===== src/rtl/ro_puf_response_gen_if.sv =====
// Run-control bundle between a host and the RO-PUF measurement controller:
// run request and base challenge in, busy/done status and response out.
interface ro_puf_response_gen_if #(
  parameter int CHAL_W = 5,
  parameter int NBITS  = 8
);
  logic              start;
  logic [CHAL_W-1:0] chal_seed;
  logic              busy;
  logic              done;
  logic [NBITS-1:0]  response;

  modport master (
    output start, chal_seed,
    input  busy, done, response
  );

  modport slave (
    input  start, chal_seed,
    output busy, done, response
  );
endinterface


===== src/rtl/ro_puf_response_gen.sv =====
// RO-PUF response generator: per challenge, settle, count synchronised
// RO edges over a window, compare bank A vs bank B, assemble NBITS bits.
module ro_puf_response_gen #(
  parameter int CHAL_W = 5,
  parameter int NBITS  = 8,
  parameter int CNT_W  = 16,
  parameter int SETTLE = 16,
  parameter int WINDOW = 1024
) (
  input  logic              clk,
  input  logic              reset,
  input  logic              ro_a,
  input  logic              ro_b,
  output logic              ro_en,
  output logic [CHAL_W-1:0] sel,
  ro_puf_response_gen_if.slave bus
);

  localparam logic [2:0] S_IDLE   = 3'd0;
  localparam logic [2:0] S_SETTLE = 3'd1;
  localparam logic [2:0] S_MEAS   = 3'd2;
  localparam logic [2:0] S_CMP    = 3'd3;
  localparam logic [2:0] S_DONE   = 3'd4;

  localparam int TMAX = (SETTLE > WINDOW) ? SETTLE : WINDOW;
  localparam int TW   = $clog2(TMAX + 1);
  localparam int IW   = (NBITS > 1) ? $clog2(NBITS) : 1;

  localparam logic [TW-1:0] SET_LAST = TW'(SETTLE - 1);
  localparam logic [TW-1:0] WIN_LAST = TW'(WINDOW - 1);
  localparam logic [IW-1:0] IDX_LAST = IW'(NBITS - 1);

  logic [2:0]        state_q, state_d;
  logic [TW-1:0]     tmr_q, tmr_d;
  logic [IW-1:0]     idx_q, idx_d;
  logic [CHAL_W-1:0] seed_q, seed_d;
  logic [CHAL_W-1:0] sel_q, sel_d;
  logic              ro_en_q, ro_en_d;
  logic              busy_q, busy_d;
  logic              done_q, done_d;
  logic [NBITS-1:0]  resp_q, resp_d;
  logic [NBITS-1:0]  shadow_q, shadow_d;
  logic [CNT_W-1:0]  cnt_a_q, cnt_a_d;
  logic [CNT_W-1:0]  cnt_b_q, cnt_b_d;
  logic [2:0]        sync_a_q, sync_a_d;
  logic [2:0]        sync_b_q, sync_b_d;
  logic              edge_a, edge_b;

  // [0],[1] form the synchroniser; [2] is the delayed copy for edge detect
  assign sync_a_d = {sync_a_q[1:0], ro_a};
  assign sync_b_d = {sync_b_q[1:0], ro_b};
  assign edge_a   = sync_a_q[1] & ~sync_a_q[2];
  assign edge_b   = sync_b_q[1] & ~sync_b_q[2];

  assign ro_en        = ro_en_q;
  assign sel          = sel_q;
  assign bus.busy     = busy_q;
  assign bus.done     = done_q;
  assign bus.response = resp_q;

  always_comb begin
    state_d  = state_q;
    tmr_d    = tmr_q;
    idx_d    = idx_q;
    seed_d   = seed_q;
    sel_d    = sel_q;
    ro_en_d  = ro_en_q;
    busy_d   = busy_q;
    done_d   = 1'b0;
    resp_d   = resp_q;
    shadow_d = shadow_q;
    cnt_a_d  = cnt_a_q;
    cnt_b_d  = cnt_b_q;
    unique case (state_q)
      S_IDLE: begin
        if (bus.start) begin
          state_d  = S_SETTLE;
          busy_d   = 1'b1;
          ro_en_d  = 1'b1;
          idx_d    = '0;
          tmr_d    = '0;
          shadow_d = '0;
          seed_d   = bus.chal_seed;
          sel_d    = bus.chal_seed;
        end
      end
      S_SETTLE: begin
        cnt_a_d = '0;
        cnt_b_d = '0;
        if (tmr_q == SET_LAST) begin
          tmr_d   = '0;
          state_d = S_MEAS;
        end else begin
          tmr_d = tmr_q + TW'(1);
        end
      end
      S_MEAS: begin
        if (edge_a && (cnt_a_q != '1)) cnt_a_d = cnt_a_q + CNT_W'(1);
        if (edge_b && (cnt_b_q != '1)) cnt_b_d = cnt_b_q + CNT_W'(1);
        if (tmr_q == WIN_LAST) begin
          tmr_d   = '0;
          state_d = S_CMP;
        end else begin
          tmr_d = tmr_q + TW'(1);
        end
      end
      S_CMP: begin
        shadow_d[idx_q] = (cnt_a_q > cnt_b_q);
        if (idx_q == IDX_LAST) begin
          state_d = S_DONE;
        end else begin
          // next challenge lands at the start of SETTLE so mux glitches are discarded
          idx_d   = idx_q + IW'(1);
          sel_d   = seed_q + CHAL_W'(idx_q) + CHAL_W'(1);
          state_d = S_SETTLE;
        end
      end
      S_DONE: begin
        resp_d  = shadow_q;
        done_d  = 1'b1;
        busy_d  = 1'b0;
        ro_en_d = 1'b0;
        sel_d   = '0;
        state_d = S_IDLE;
      end
      default: state_d = S_IDLE;
    endcase
  end

  always_ff @(posedge clk or posedge reset) begin
    if (reset) begin
      state_q  <= S_IDLE;
      tmr_q    <= '0;
      idx_q    <= '0;
      seed_q   <= '0;
      sel_q    <= '0;
      ro_en_q  <= 1'b0;
      busy_q   <= 1'b0;
      done_q   <= 1'b0;
      resp_q   <= '0;
      shadow_q <= '0;
      cnt_a_q  <= '0;
      cnt_b_q  <= '0;
      sync_a_q <= '0;
      sync_b_q <= '0;
    end else begin
      state_q  <= state_d;
      tmr_q    <= tmr_d;
      idx_q    <= idx_d;
      seed_q   <= seed_d;
      sel_q    <= sel_d;
      ro_en_q  <= ro_en_d;
      busy_q   <= busy_d;
      done_q   <= done_d;
      resp_q   <= resp_d;
      shadow_q <= shadow_d;
      cnt_a_q  <= cnt_a_d;
      cnt_b_q  <= cnt_b_d;
      sync_a_q <= sync_a_d;
      sync_b_q <= sync_b_d;
    end
  end

endmodule


===== src/flat_wrapper.sv =====
// flat-port wrapper written by rule: the top's interface ports become plain ports
module ro_puf_response_gen_flat 
#(
  parameter int CHAL_W = 5,
  parameter int NBITS  = 8,
  parameter int CNT_W  = 16,
  parameter int SETTLE = 16,
  parameter int WINDOW = 1024
)
  (clk, reset, ro_a, ro_b, ro_en, sel, bus_start, bus_chal_seed, bus_busy, bus_done, bus_response);
  ro_puf_response_gen_if #(.CHAL_W(CHAL_W), .NBITS(NBITS)) bus_i ();
  input  logic clk;
  input  logic reset;
  input  logic ro_a;
  input  logic ro_b;
  output logic ro_en;
  output logic [CHAL_W-1:0] sel;
  input wire logic [$bits(bus_i.start)-1:0] bus_start;
  input wire logic [$bits(bus_i.chal_seed)-1:0] bus_chal_seed;
  output wire logic [$bits(bus_i.busy)-1:0] bus_busy;
  output wire logic [$bits(bus_i.done)-1:0] bus_done;
  output wire logic [$bits(bus_i.response)-1:0] bus_response;
  assign bus_i.start = bus_start;
  assign bus_i.chal_seed = bus_chal_seed;
  assign bus_busy = bus_i.busy;
  assign bus_done = bus_i.done;
  assign bus_response = bus_i.response;
  ro_puf_response_gen #(.CHAL_W(CHAL_W), .NBITS(NBITS), .CNT_W(CNT_W), .SETTLE(SETTLE), .WINDOW(WINDOW)) u_core (.clk(clk), .reset(reset), .ro_a(ro_a), .ro_b(ro_b), .ro_en(ro_en), .sel(sel), .bus(bus_i));
endmodule

===== config.mk =====
export PLATFORM = sky130hd
export DESIGN_NAME = ro_puf_response_gen_flat
export DESIGN_NICKNAME = d
export VERILOG_FILES = /design/src/rtl/ro_puf_response_gen_if.sv /design/src/rtl/ro_puf_response_gen.sv /design/src/flat_wrapper.sv
export SDC_FILE = /design/constraint.sdc
export NUM_CORES = 1
export LEC_CHECK = 0
export ABC_AREA = 1
export BUFFER_PORTS_ARGS = -buffer_cell sky130_fd_sc_hd__buf_2
export CORE_UTILIZATION = 50
export CTS_CLUSTER_DIAMETER = 120
export CTS_CLUSTER_SIZE = 14
export DETAILED_ROUTE_END_ITERATION = 8
export GPL_TIMING_DRIVEN = 1
export PLACE_DENSITY = 0.67
export SLEW_MARGIN = 5
export SYNTH_ARGS = -nofsm -noshare
export SYNTH_HDL_FRONTEND = slang
export SYNTH_SLANG_ARGS = --single-unit

===== constraint.sdc =====
create_clock -name clk -period 5 [get_ports clk]
set_clock_uncertainty 0.2 [all_clocks]
set_input_delay 1.5 -clock clk [delete_from_list [all_inputs] [get_ports clk]]
set_output_delay 1.5 -clock clk [all_outputs]
set_load 0.01 [all_outputs]

==> impl_metrics.csv, run 1 <==
group,metric,value,unit
setup_path,critical-path-max-stage-delay,0.41,ns
timing,slew_headroom,50.4,%
global_route,grt_use_total,23.4,%
timing,final.period_utilization,52.3,%
clock_network,clk_latency,0.36,ns
power_and_ir_drop,pwr-share-seq,41.4,%
floorplan,die_h,102,um
setup_path,critPathTopFamily,"flip-flops",
placement,portBuffers,25,
placement,hpwl,7940,um
yosys,synthesis.nets,719,
clock_network,holdBufCountCts,0,
yosys,syn_area_per_cell,7.34,um2
clock_network,clkSinkCount,83,
power_and_ir_drop,p_leak,2.68,nW
setup_path,path_depth,1,
yosys,ys_seq_area_share,41.4,%
power_and_ir_drop,netSwitchingFraction,42.2,%
placement,place.gp.congestion,0.895,
floorplan,coreArea,9730,um2
timing,drv_slew,0,
yosys,synth_edf_count,0,
clock_network,cts_buffers,9,
timing,setup_viol,0,
clock_network,cts_setup_buffers,0,
final_layout,final_cell_mix,"nand2_1, dfrtp_1, nor2_1, nand3_1, inv_1",
drt,ant_nets,0,
setup_path,endpoint_kind,"primary output",
drt,post-route-drc-count,0,
timing,finalCriticalPeriod,2.61,ns
global_route,antenna_found_initial,0,
final_layout,syn2layout_area_growth,8.70,%
floorplan,die-area,10400,um2
setup_path,crit_chain,"buf_2",
power_and_ir_drop,peakVddDrop,266,uV
drt,wl_per_cell,13.0,um
global_route,grt_pass1_vias,4121,
setup_path,arrival,0.91,ns
final_layout,num_antenna_cells,0,
power_and_ir_drop,power.share.clock,23.4,%
power_and_ir_drop,powerDensity,387,nW/um2
drt,num_vias,4402,
timing,fin_tns_setup,0,ns
hold_path,hp-class,"flop to flop",
setup_path,crit_path_start,"u_core.ro_en",
clock_network,clkTransAtPathRegs,0.09,ns
yosys,yosysWarnings,0,
drt,drt_iter0_drc,175,
setup_path,reg2reg_from,"u_core.cnt_a_q[1]",
setup_path,worst-path-buf-inv,1,
timing,rsz0062_at_grt,"no",
setup_path,rr_worst_depth,7,
drt,via_per_inst,5.18,
floorplan,ios,26,
flow_run,maxCapViolations,0,
global_route,grt_max_degree,44,
setup_path,worstSetupEndpoint,"ro_en",
final_layout,nNetsFinal,746,
setup_path,cp-start-kind,"flop",
clock_network,cts_tree,"yes",
yosys,synthDistinctLibCells,33,
setup_path,critPathSlowestCell,"dfrtp_1",
yosys,synth-main-ff-cell,"dfrtp_1",
yosys,syn_area,5020,um2
clock_network,cts.repair.resized,0,
clock_network,root_buffer,"clkbuf_8",
drt,firstDrtPassIters,4,
global_route,globalRoute.totalOverflow,0,
power_and_ir_drop,cell_internal_pwr,1.22,mW
yosys,synth_seq_cells,83,
timing,clock.fmax,0.383,GHz
power_and_ir_drop,switchingPower,0.891,mW
yosys,async_flop_share,100,%
yosys,syn_inst,684,
drt,drt-total-wl,11000,um
timing,hold_ws,0.154,ns
setup_path,regToRegSetupSlack,2.50,ns
global_route,grt_first_pass_wirelength,18900,um
clock_network,clock_path_buffers,2,
floorplan,rows,36,
setup_path,cp.required,3.30,ns
status,status,"completed",
setup_path,path_class,"flop to primary output",
floorplan,chipWidth,102,um
timing,tightestPinTransition,0.744,ns
setup_path,reg2reg_to,"u_core.cnt_a_q[2]",
timing,final_hold_viol_count,0,
clock_network,htree_num_levels,3,
final_layout,layout_commonest_cell,"nand2_1",
floorplan,initial_core_util,51.6,%
power_and_ir_drop,power.share.combinational,35.2,%
setup_path,crit_fanout,3,
final_layout,drive_gt1_share,8.80,%
registers in the layout, indices dropped and copies added (netlist names):
register,cells
u_core.bus.done,1
u_core.shadow_q,8
u_core.sync_b_q,3
u_core.idx_q,3
u_core.state_q,3
u_core.ro_en,1
u_core.sync_a_q,3
u_core.tmr_q,11
u_core.sel,5
u_core.cnt_b_q,16
u_core.bus.response,8
u_core.cnt_a_q,16
u_core.seed_q,5
worst min-delay path by stage:
stage | start | endpoint | cells after the start
final | u_core.sync_b_q[0] | u_core.sync_b_q[1] | 0
after floorplan | u_core.sync_a_q[0] | u_core.sync_a_q[1] | 0
after global placement | u_core.sync_b_q[0] | u_core.sync_b_q[1] | 0
after CTS | u_core.sync_b_q[0] | u_core.sync_b_q[1] | 0
after global routing | u_core.sync_b_q[0] | u_core.sync_b_q[1] | 0
after detailed placement | u_core.sync_b_q[0] | u_core.sync_b_q[1] | 0
logic make-up (layout without fill, tap and decap cells):
group	count (synthesis)	in the layout	share of synthesized area, %
flops	83	83	41.4
compound gates	57	57	6.73
buf+inv	87	119	7.13
fa+ha+maj	25	25	6.38
simple gates	409	409	34.3
xor+xnor	23	23	4.02
Yosys cell counts, types with 2 or more instances:
master	number	share of area [%]
o21ai_1	3	0.30
inv_2	3	0.22
nor2_2	6	0.75
nand4_1	14	1.7
buf_6	2	0.45
and2_1	2	0.25
nand3_1	73	7.3
o21bai_1	2	0.30
xor2_1	21	3.7
buf_4	4	0.60
a21oi_1	8	0.80
o21ai_2	3	0.52
inv_1	71	5.3
nor3_1	5	0.50
ha_1	24	6.0
o211ai_1	11	1.6
nor3b_1	2	0.30
dfrtp_1	83	41
xnor2_1	2	0.35
nor2_1	80	6.0
or2_2	2	0.25
clkbuf_1	5	0.37
o21ai_0	27	2.7
nand2_1	222	17
through the flow:
step	worst slack [ns]	power, mW	utilization, %	std cells	area (um2)
4_1_cts	2.37	2.12	56.1	849	5450
3_3_place_gp	2.11	1.61	54.0	833	5260
6_report	2.39	2.11	56.1	849	5450
3_5_place_dp	2.11	1.63	54.0	833	5260
5_1_grt	2.30	2.28	56.1	849	5450
2_1_floorplan	1.16	1.45	-	684	5020
layer usage:
layer | up-vias | wire, um | track usage [%]
met5 | - | 0 | 0
met4 | 0 | 220 | 9.12
met2 | 60 | 5230 | 39.3
li1 | 2255 | - | -
met3 | 18 | 248 | 2.60
met1 | 2069 | 5320 | 31.3
power by group through the flow:
stage | clock network (mW) | logic (mW) | registers, mW
finish | 0.494 | 0.742 | 0.873
global route | 0.532 | 0.857 | 0.888
floorplan | 0 | 0.574 | 0.871
detailed placement | 0 | 0.746 | 0.883
CTS | 0.505 | 0.746 | 0.871
global placement | 0 | 0.727 | 0.880
final cells by class:
| cell class | count | area, um2 |
|---|---|---|
| sequential | 83 | 2080 |
| tap | 133 | 166 |
| clock buffer | 9 | 124 |
| clock inverter | 7 | 73.8 |
| multi-input combinational | 514 | 2580 |
| timing repair buffer | 28 | 148 |
| fill | 959 | 4280 |
| inverter | 75 | 283 |
Note: power is estimated with default switching activity, not from simulation.
==> run 2: changes to the inputs <==
clock period = 2.5 ns   (was 5 ns; I/O delays follow)
==> impl_metrics.csv, run 2 (synthesized netlist as in run 1, its figures left out) <==
group,metric,value,unit
status,status,"completed",
timing,hold_ws,0.171,ns
clock_network,holdBufCountCts,0,
final_layout,final_core_util,56.8,%
placement,dp.cells,840,
placement,post_dp_cell_area,5320,um2
global_route,grt_max_degree,65,
clock_network,clkTransAtPathRegs,0.09,ns
setup_path,cp_common_cell,"nand2_1",
setup_path,crit_chain,"ha_1 > nand2_1 > nor2_1 > nand3_1 > nand2_1 > nand2_1 > nand3_1 > o21ai_0",
final_layout,nNetsFinal,753,
hold_path,hp-start,"u_core.sync_b_q[0]",
drt,wl_per_cell,13.3,um
clock_network,clk_latency,0.36,ns
timing,setup_viol,0,
drt,ant_nets,0,
clock_network,htree_num_levels,3,
power_and_ir_drop,p_leak,2.72,nW
setup_path,cp.required,2.55,ns
drt,post-route-drc-count,0,
clock_network,cts_tree,"yes",
timing,clock.fmax,0.471,GHz
flow_run,maxCapViolations,0,
setup_path,critPathSlowestCell,"dfrtp_1",
floorplan,coreArea,9730,um2
drt,drt_iter0_drc,357,
floorplan,die-area,10400,um2
setup_path,endpoint_kind,"flop",
final_layout,drive_gt1_share,9.68,%
hold_path,hp-class,"flop to flop",
setup_path,critical-path-max-stage-delay,0.40,ns
placement,portBuffers,25,
floorplan,initial_core_util,51.6,%
timing,final.period_utilization,84.9,%
timing,final_hold_viol_count,0,
floorplan,rows,36,
placement,hpwl,8230,um
final_layout,layout_commonest_cell,"nand2_1",
timing,slew_headroom,62.0,%
setup_path,crit_path_start,"u_core.tmr_q[1]",
setup_path,path_class,"flop to flop",
timing,drv_slew,0,
final_layout,stdcell_count,856,
clock_network,cts.repair.resized,0,
drt,firstDrtPassIters,6,
power_and_ir_drop,powerDensity,782,nW/um2
setup_path,crit_fanout,6,
setup_path,cp-start-kind,"flop",
global_route,grt_first_pass_wirelength,19900,um
global_route,grt_pass1_vias,4283,
power_and_ir_drop,peakVddDrop,540,uV
clock_network,clkSinkCount,83,
final_layout,final_area,5530,um2
final_layout,syn2layout_area_growth,10.2,%
timing,tightestPinTransition,0.569,ns
placement,place.gp.congestion,0.908,
floorplan,chipWidth,102,um
clock_network,root_buffer,"clkbuf_8",
setup_path,reg2reg_from,"u_core.tmr_q[1]",
setup_path,arrival,2.18,ns
timing,rsz0062_at_grt,"no",
floorplan,ios,26,
drt,drt-total-wl,11400,um
timing,fin_tns_setup,0,ns
final_layout,final_cell_mix,"nand2_1, dfrtp_1, nor2_1, nand3_1, inv_1",
global_route,grt_use_total,24.3,%
final_layout,reg_top3,"u_core.cnt_a_q x16, u_core.cnt_b_q x16, u_core.tmr_q x11",
clock_network,cts_setup_buffers,0,
floorplan,die_h,102,um
final_layout,num_antenna_cells,0,
drt,via_per_inst,5.30,
clock_network,cts_buffers,9,
global_route,globalRoute.totalOverflow,0,
drt,num_vias,4533,
timing,finalCriticalPeriod,2.12,ns
clock_network,clock_path_buffers,2,
global_route,antenna_found_initial,0,
-- run 2: cell type report --
| class | count | area, um2 |
|---|---|---|
| multi-input cells | 514 | 2580 |
| repair buffers | 35 | 213 |
| fillers | 953 | 4200 |
| inverters | 75 | 285 |
| flip-flops and latches | 83 | 2080 |
| clock buffers | 10 | 138 |
| clock inverters | 6 | 68.8 |
| well taps | 133 | 166 |
-- run 2: worst max-delay path, delay by kind of cell, from the launching register on --
kind / cells / cell delay (ns)
AO/OA/AOI/OAI: 1 / 0.07
flip-flops: 1 / 0.40
adder cells (fa/ha/maj): 1 / 0.25
AND/OR/NAND/NOR: 6 / 1.08
-- run 2: report_power, final --
group          switching, mW  internal [mW]  leakage (nW)
registers              0.194           1.55          1.08
clock network          0.540          0.498         0.104
logic                   1.08          0.461          1.54
total                   1.81           2.51          2.72
-- run 2: worst paths after layout --
kind / endpoint / slack (ns) / cells after the start
setup / recovery: u_core.tmr_q[2] / 0.38 / 8
max in group asynchronous: u_core.cnt_b_q[11] / 1.54 / 3
setup reg to reg: u_core.tmr_q[2] / 0.38 / 8
hold / removal: u_core.sync_b_q[1] / 0.17 / 0
min in group asynchronous: u_core.sync_a_q[0] / 0.26 / 3
hold reg to reg: u_core.sync_b_q[1] / 0.17 / 0
-- run 2: metrics by stage --
stage | setup slack (ns) | total power [mW]
after floorplan | 0.598 | 2.89
after CTS | 0.394 | 4.35
final | 0.376 | 4.32
after global routing | 0.141 | 4.65
after detailed placement | 0.418 | 3.30
after global placement | 0.471 | 3.25
-- run 2: per-layer routing --
layer | GRT usage, % | up-vias | part of all wire [%]
met4 | 9.45 | 0 | 1.7
li1 | - | 2262 | -
met5 | 0 | - | 0
met2 | 40.5 | 127 | 47
met3 | 3.21 | 22 | 4.3
met1 | 32.2 | 2122 | 47
==> run 3: changes to the inputs <==
PLACE_DENSITY = 0.7   (was 0.67)
clock period = 1.8 ns   (was 2.5 ns; I/O delays follow)
==> impl_metrics.csv, run 3 (synthesized netlist as in run 1, its figures left out) <==
group,metric,value,unit
timing,setup_viol,21,
final_layout,layout_commonest_cell,"nand2_1",
global_route,grt_pass1_vias,4623,
setup_path,critPathSlowestCell,"dfrtp_1",
clock_network,clock_path_buffers,2,
final_layout,final_core_util,70.0,%
setup_path,path_class,"flop to flop",
floorplan,ios,26,
setup_path,crit_fanout,8,
final_layout,nNetsFinal,838,
final_layout,fill_cells,735,
final_layout,num_antenna_cells,0,
drt,drt_iter0_drc,258,
timing,worst_slack,-0.110,ns
power_and_ir_drop,pwr-share-seq,33.0,%
placement,dp.cells,895,
power_and_ir_drop,power.share.clock,21.8,%
final_layout,drive_gt1_share,31.9,%
clock_network,cts_tree,"yes",
setup_path,cp-start-kind,"flop",
final_layout,stdcell_count,941,
status,status,"finished with violations",
setup_path,arrival,1.97,ns
power_and_ir_drop,power.share.combinational,45.2,%
timing,clock.fmax,0.524,GHz
placement,hpwl,8830,um
placement,place.gp.congestion,0.892,
power_and_ir_drop,power.total,7.31,mW
timing,final.period_utilization,106,%
drt,drt-total-wl,14000,um
clock_network,clkSinkCount,83,
status,violations,"setup timing",
global_route,grt_max_degree,84,
timing,drv_slew,0,
flow_run,maxCapViolations,0,
floorplan,initial_core_util,51.6,%
setup_path,cp.required,1.86,ns
timing,slew_headroom,71.2,%
final_layout,final_cell_mix,"nand2_1, dfrtp_1, buf_4, nor2_1, inv_1",
placement,portBuffers,25,
setup_path,crit_chain,"inv_1 > ha_4 > nand2_2 > inv_1 > nand2_1 > nand2_2 > a21oi_4 > nand3_4 > nand3_2 > nand2_1",
timing,finalCriticalPeriod,1.91,ns
drt,num_vias,5096,
floorplan,coreArea,9730,um2
floorplan,die-area,10400,um2
power_and_ir_drop,p_leak,3.28,nW
timing,rsz0062_at_grt,"yes",
timing,tightestPinTransition,0.432,ns
final_layout,reg_top3,"u_core.cnt_a_q x16, u_core.cnt_b_q x16, u_core.tmr_q x11",
final_layout,multi_input_area,3130,um2
placement,dp_slack,-0.179,ns
hold_path,hp-class,"input port to flop",
floorplan,rows,36,
clock_network,htree_num_levels,3,
clock_network,clkTransAtPathRegs,0.10,ns
clock_network,clk_latency,0.37,ns
final_layout,syn2layout_area_growth,35.7,%
drt,via_per_inst,5.42,
power_and_ir_drop,cell_internal_pwr,4.22,mW
power_and_ir_drop,peakVddDrop,1100,uV
global_route,grt_use_total,26.0,%
global_route,grt_first_pass_wirelength,21100,um
timing,final_hold_viol_count,0,
drt,firstDrtPassIters,7,
drt,wl_per_cell,14.9,um
setup_path,critical-path-max-stage-delay,0.40,ns
drt,ant_nets,0,
clock_network,cts_buffers,9,
global_route,globalRoute.totalOverflow,0,
global_route,antenna_found_initial,0,
floorplan,chipWidth,102,um
power_and_ir_drop,netSwitchingFraction,42.2,%
final_layout,regArea,2080,um2
clock_network,root_buffer,"clkbuf_8",
drt,post-route-drc-count,0,
setup_path,endpoint_kind,"flop",
floorplan,die_h,102,um
clock_network,holdBufCountCts,0,
power_and_ir_drop,switchingPower,3.09,mW
power_and_ir_drop,powerDensity,1070,nW/um2
run 3: cell count changes in the layout (fill, tap and decap cells not counted), moves of 15 or more:
cell	delta
buf_4	+69
nand2_1	-26
nand2_2	+24
nand3_1	-30
nand3_2	+27
nor2_1	-15
run 3: power groups by stage:
stage / sequential [mW] / combinational [mW] / clock, mW
after floorplan: 2.42 / 1.60 / 0
after global placement: 2.41 / 2.32 / 0
after detailed placement: 2.42 / 2.41 / 0
after CTS: 2.39 / 2.65 / 1.61
after global routing: 2.45 / 3.61 / 1.67
final: 2.41 / 3.31 / 1.60
run 3: timing repair:
action,4_1_cts,5_1_grt
buffers inserted,4,22
gates resized for setup,34,110
gates cloned,0,5
setup endpoints to repair,46,54
pin swaps,10,53
run 3: critical path: cells and delay by family, from the launching register on:
kind	cells	cell delay (ns)
buffers and inverters	2	0.19
and+or+nand+nor	6	0.58
DFF	1	0.40
AOI/OAI and AO/OA	1	0.17
adders and majority gates	1	0.24
run 3: path summary, 6_finish.rpt:
path,end,slack [ns],from,cells after the start
setup reg to reg,u_core.shadow_q[6],-0.11,u_core.cnt_b_q[15],10
max in group asynchronous,u_core.cnt_b_q[8],0.99,reset,3
setup / recovery,u_core.shadow_q[6],-0.11,u_core.cnt_b_q[15],10
min in group asynchronous,u_core.seed_q[2],0.09,reset,3
hold reg to reg,u_core.sync_b_q[1],0.16,u_core.sync_b_q[0],0
hold / removal,u_core.sync_a_q[0],0.07,ro_a,1
run 3: routing by layer:
layer | track usage (%) | wire length [um]
met1 | 33.5 | 5900
met2 | 44.2 | 7050
met3 | 4.86 | 755
met4 | 9.01 | 341
met5 | 0 | 0
run 3: cell type report:
| type | count | area share, % |
|---|---|---|
| repair inverters | 1 | 0.0919 |
| multi-input cells | 517 | 45.9 |
| flip-flops and latches | 83 | 30.5 |
| inverters | 75 | 4.26 |
| clock inverters | 7 | 1.58 |
| clock buffers | 9 | 1.82 |
| repair buffers | 116 | 13.4 |
| well taps | 133 | 2.44 |
run 3: through the flow:
step                      cell area, um2  TNS [ns]  hold WS [ns]
after global routing                6810     -3.32        0.0547
after CTS                           6150    -0.181        0.0602
after global placement              5750     -1.05         0.132
after floorplan                     5030         0         0.131
after detailed placement            5750     -2.34         0.144
final                               6810    -0.976        0.0742
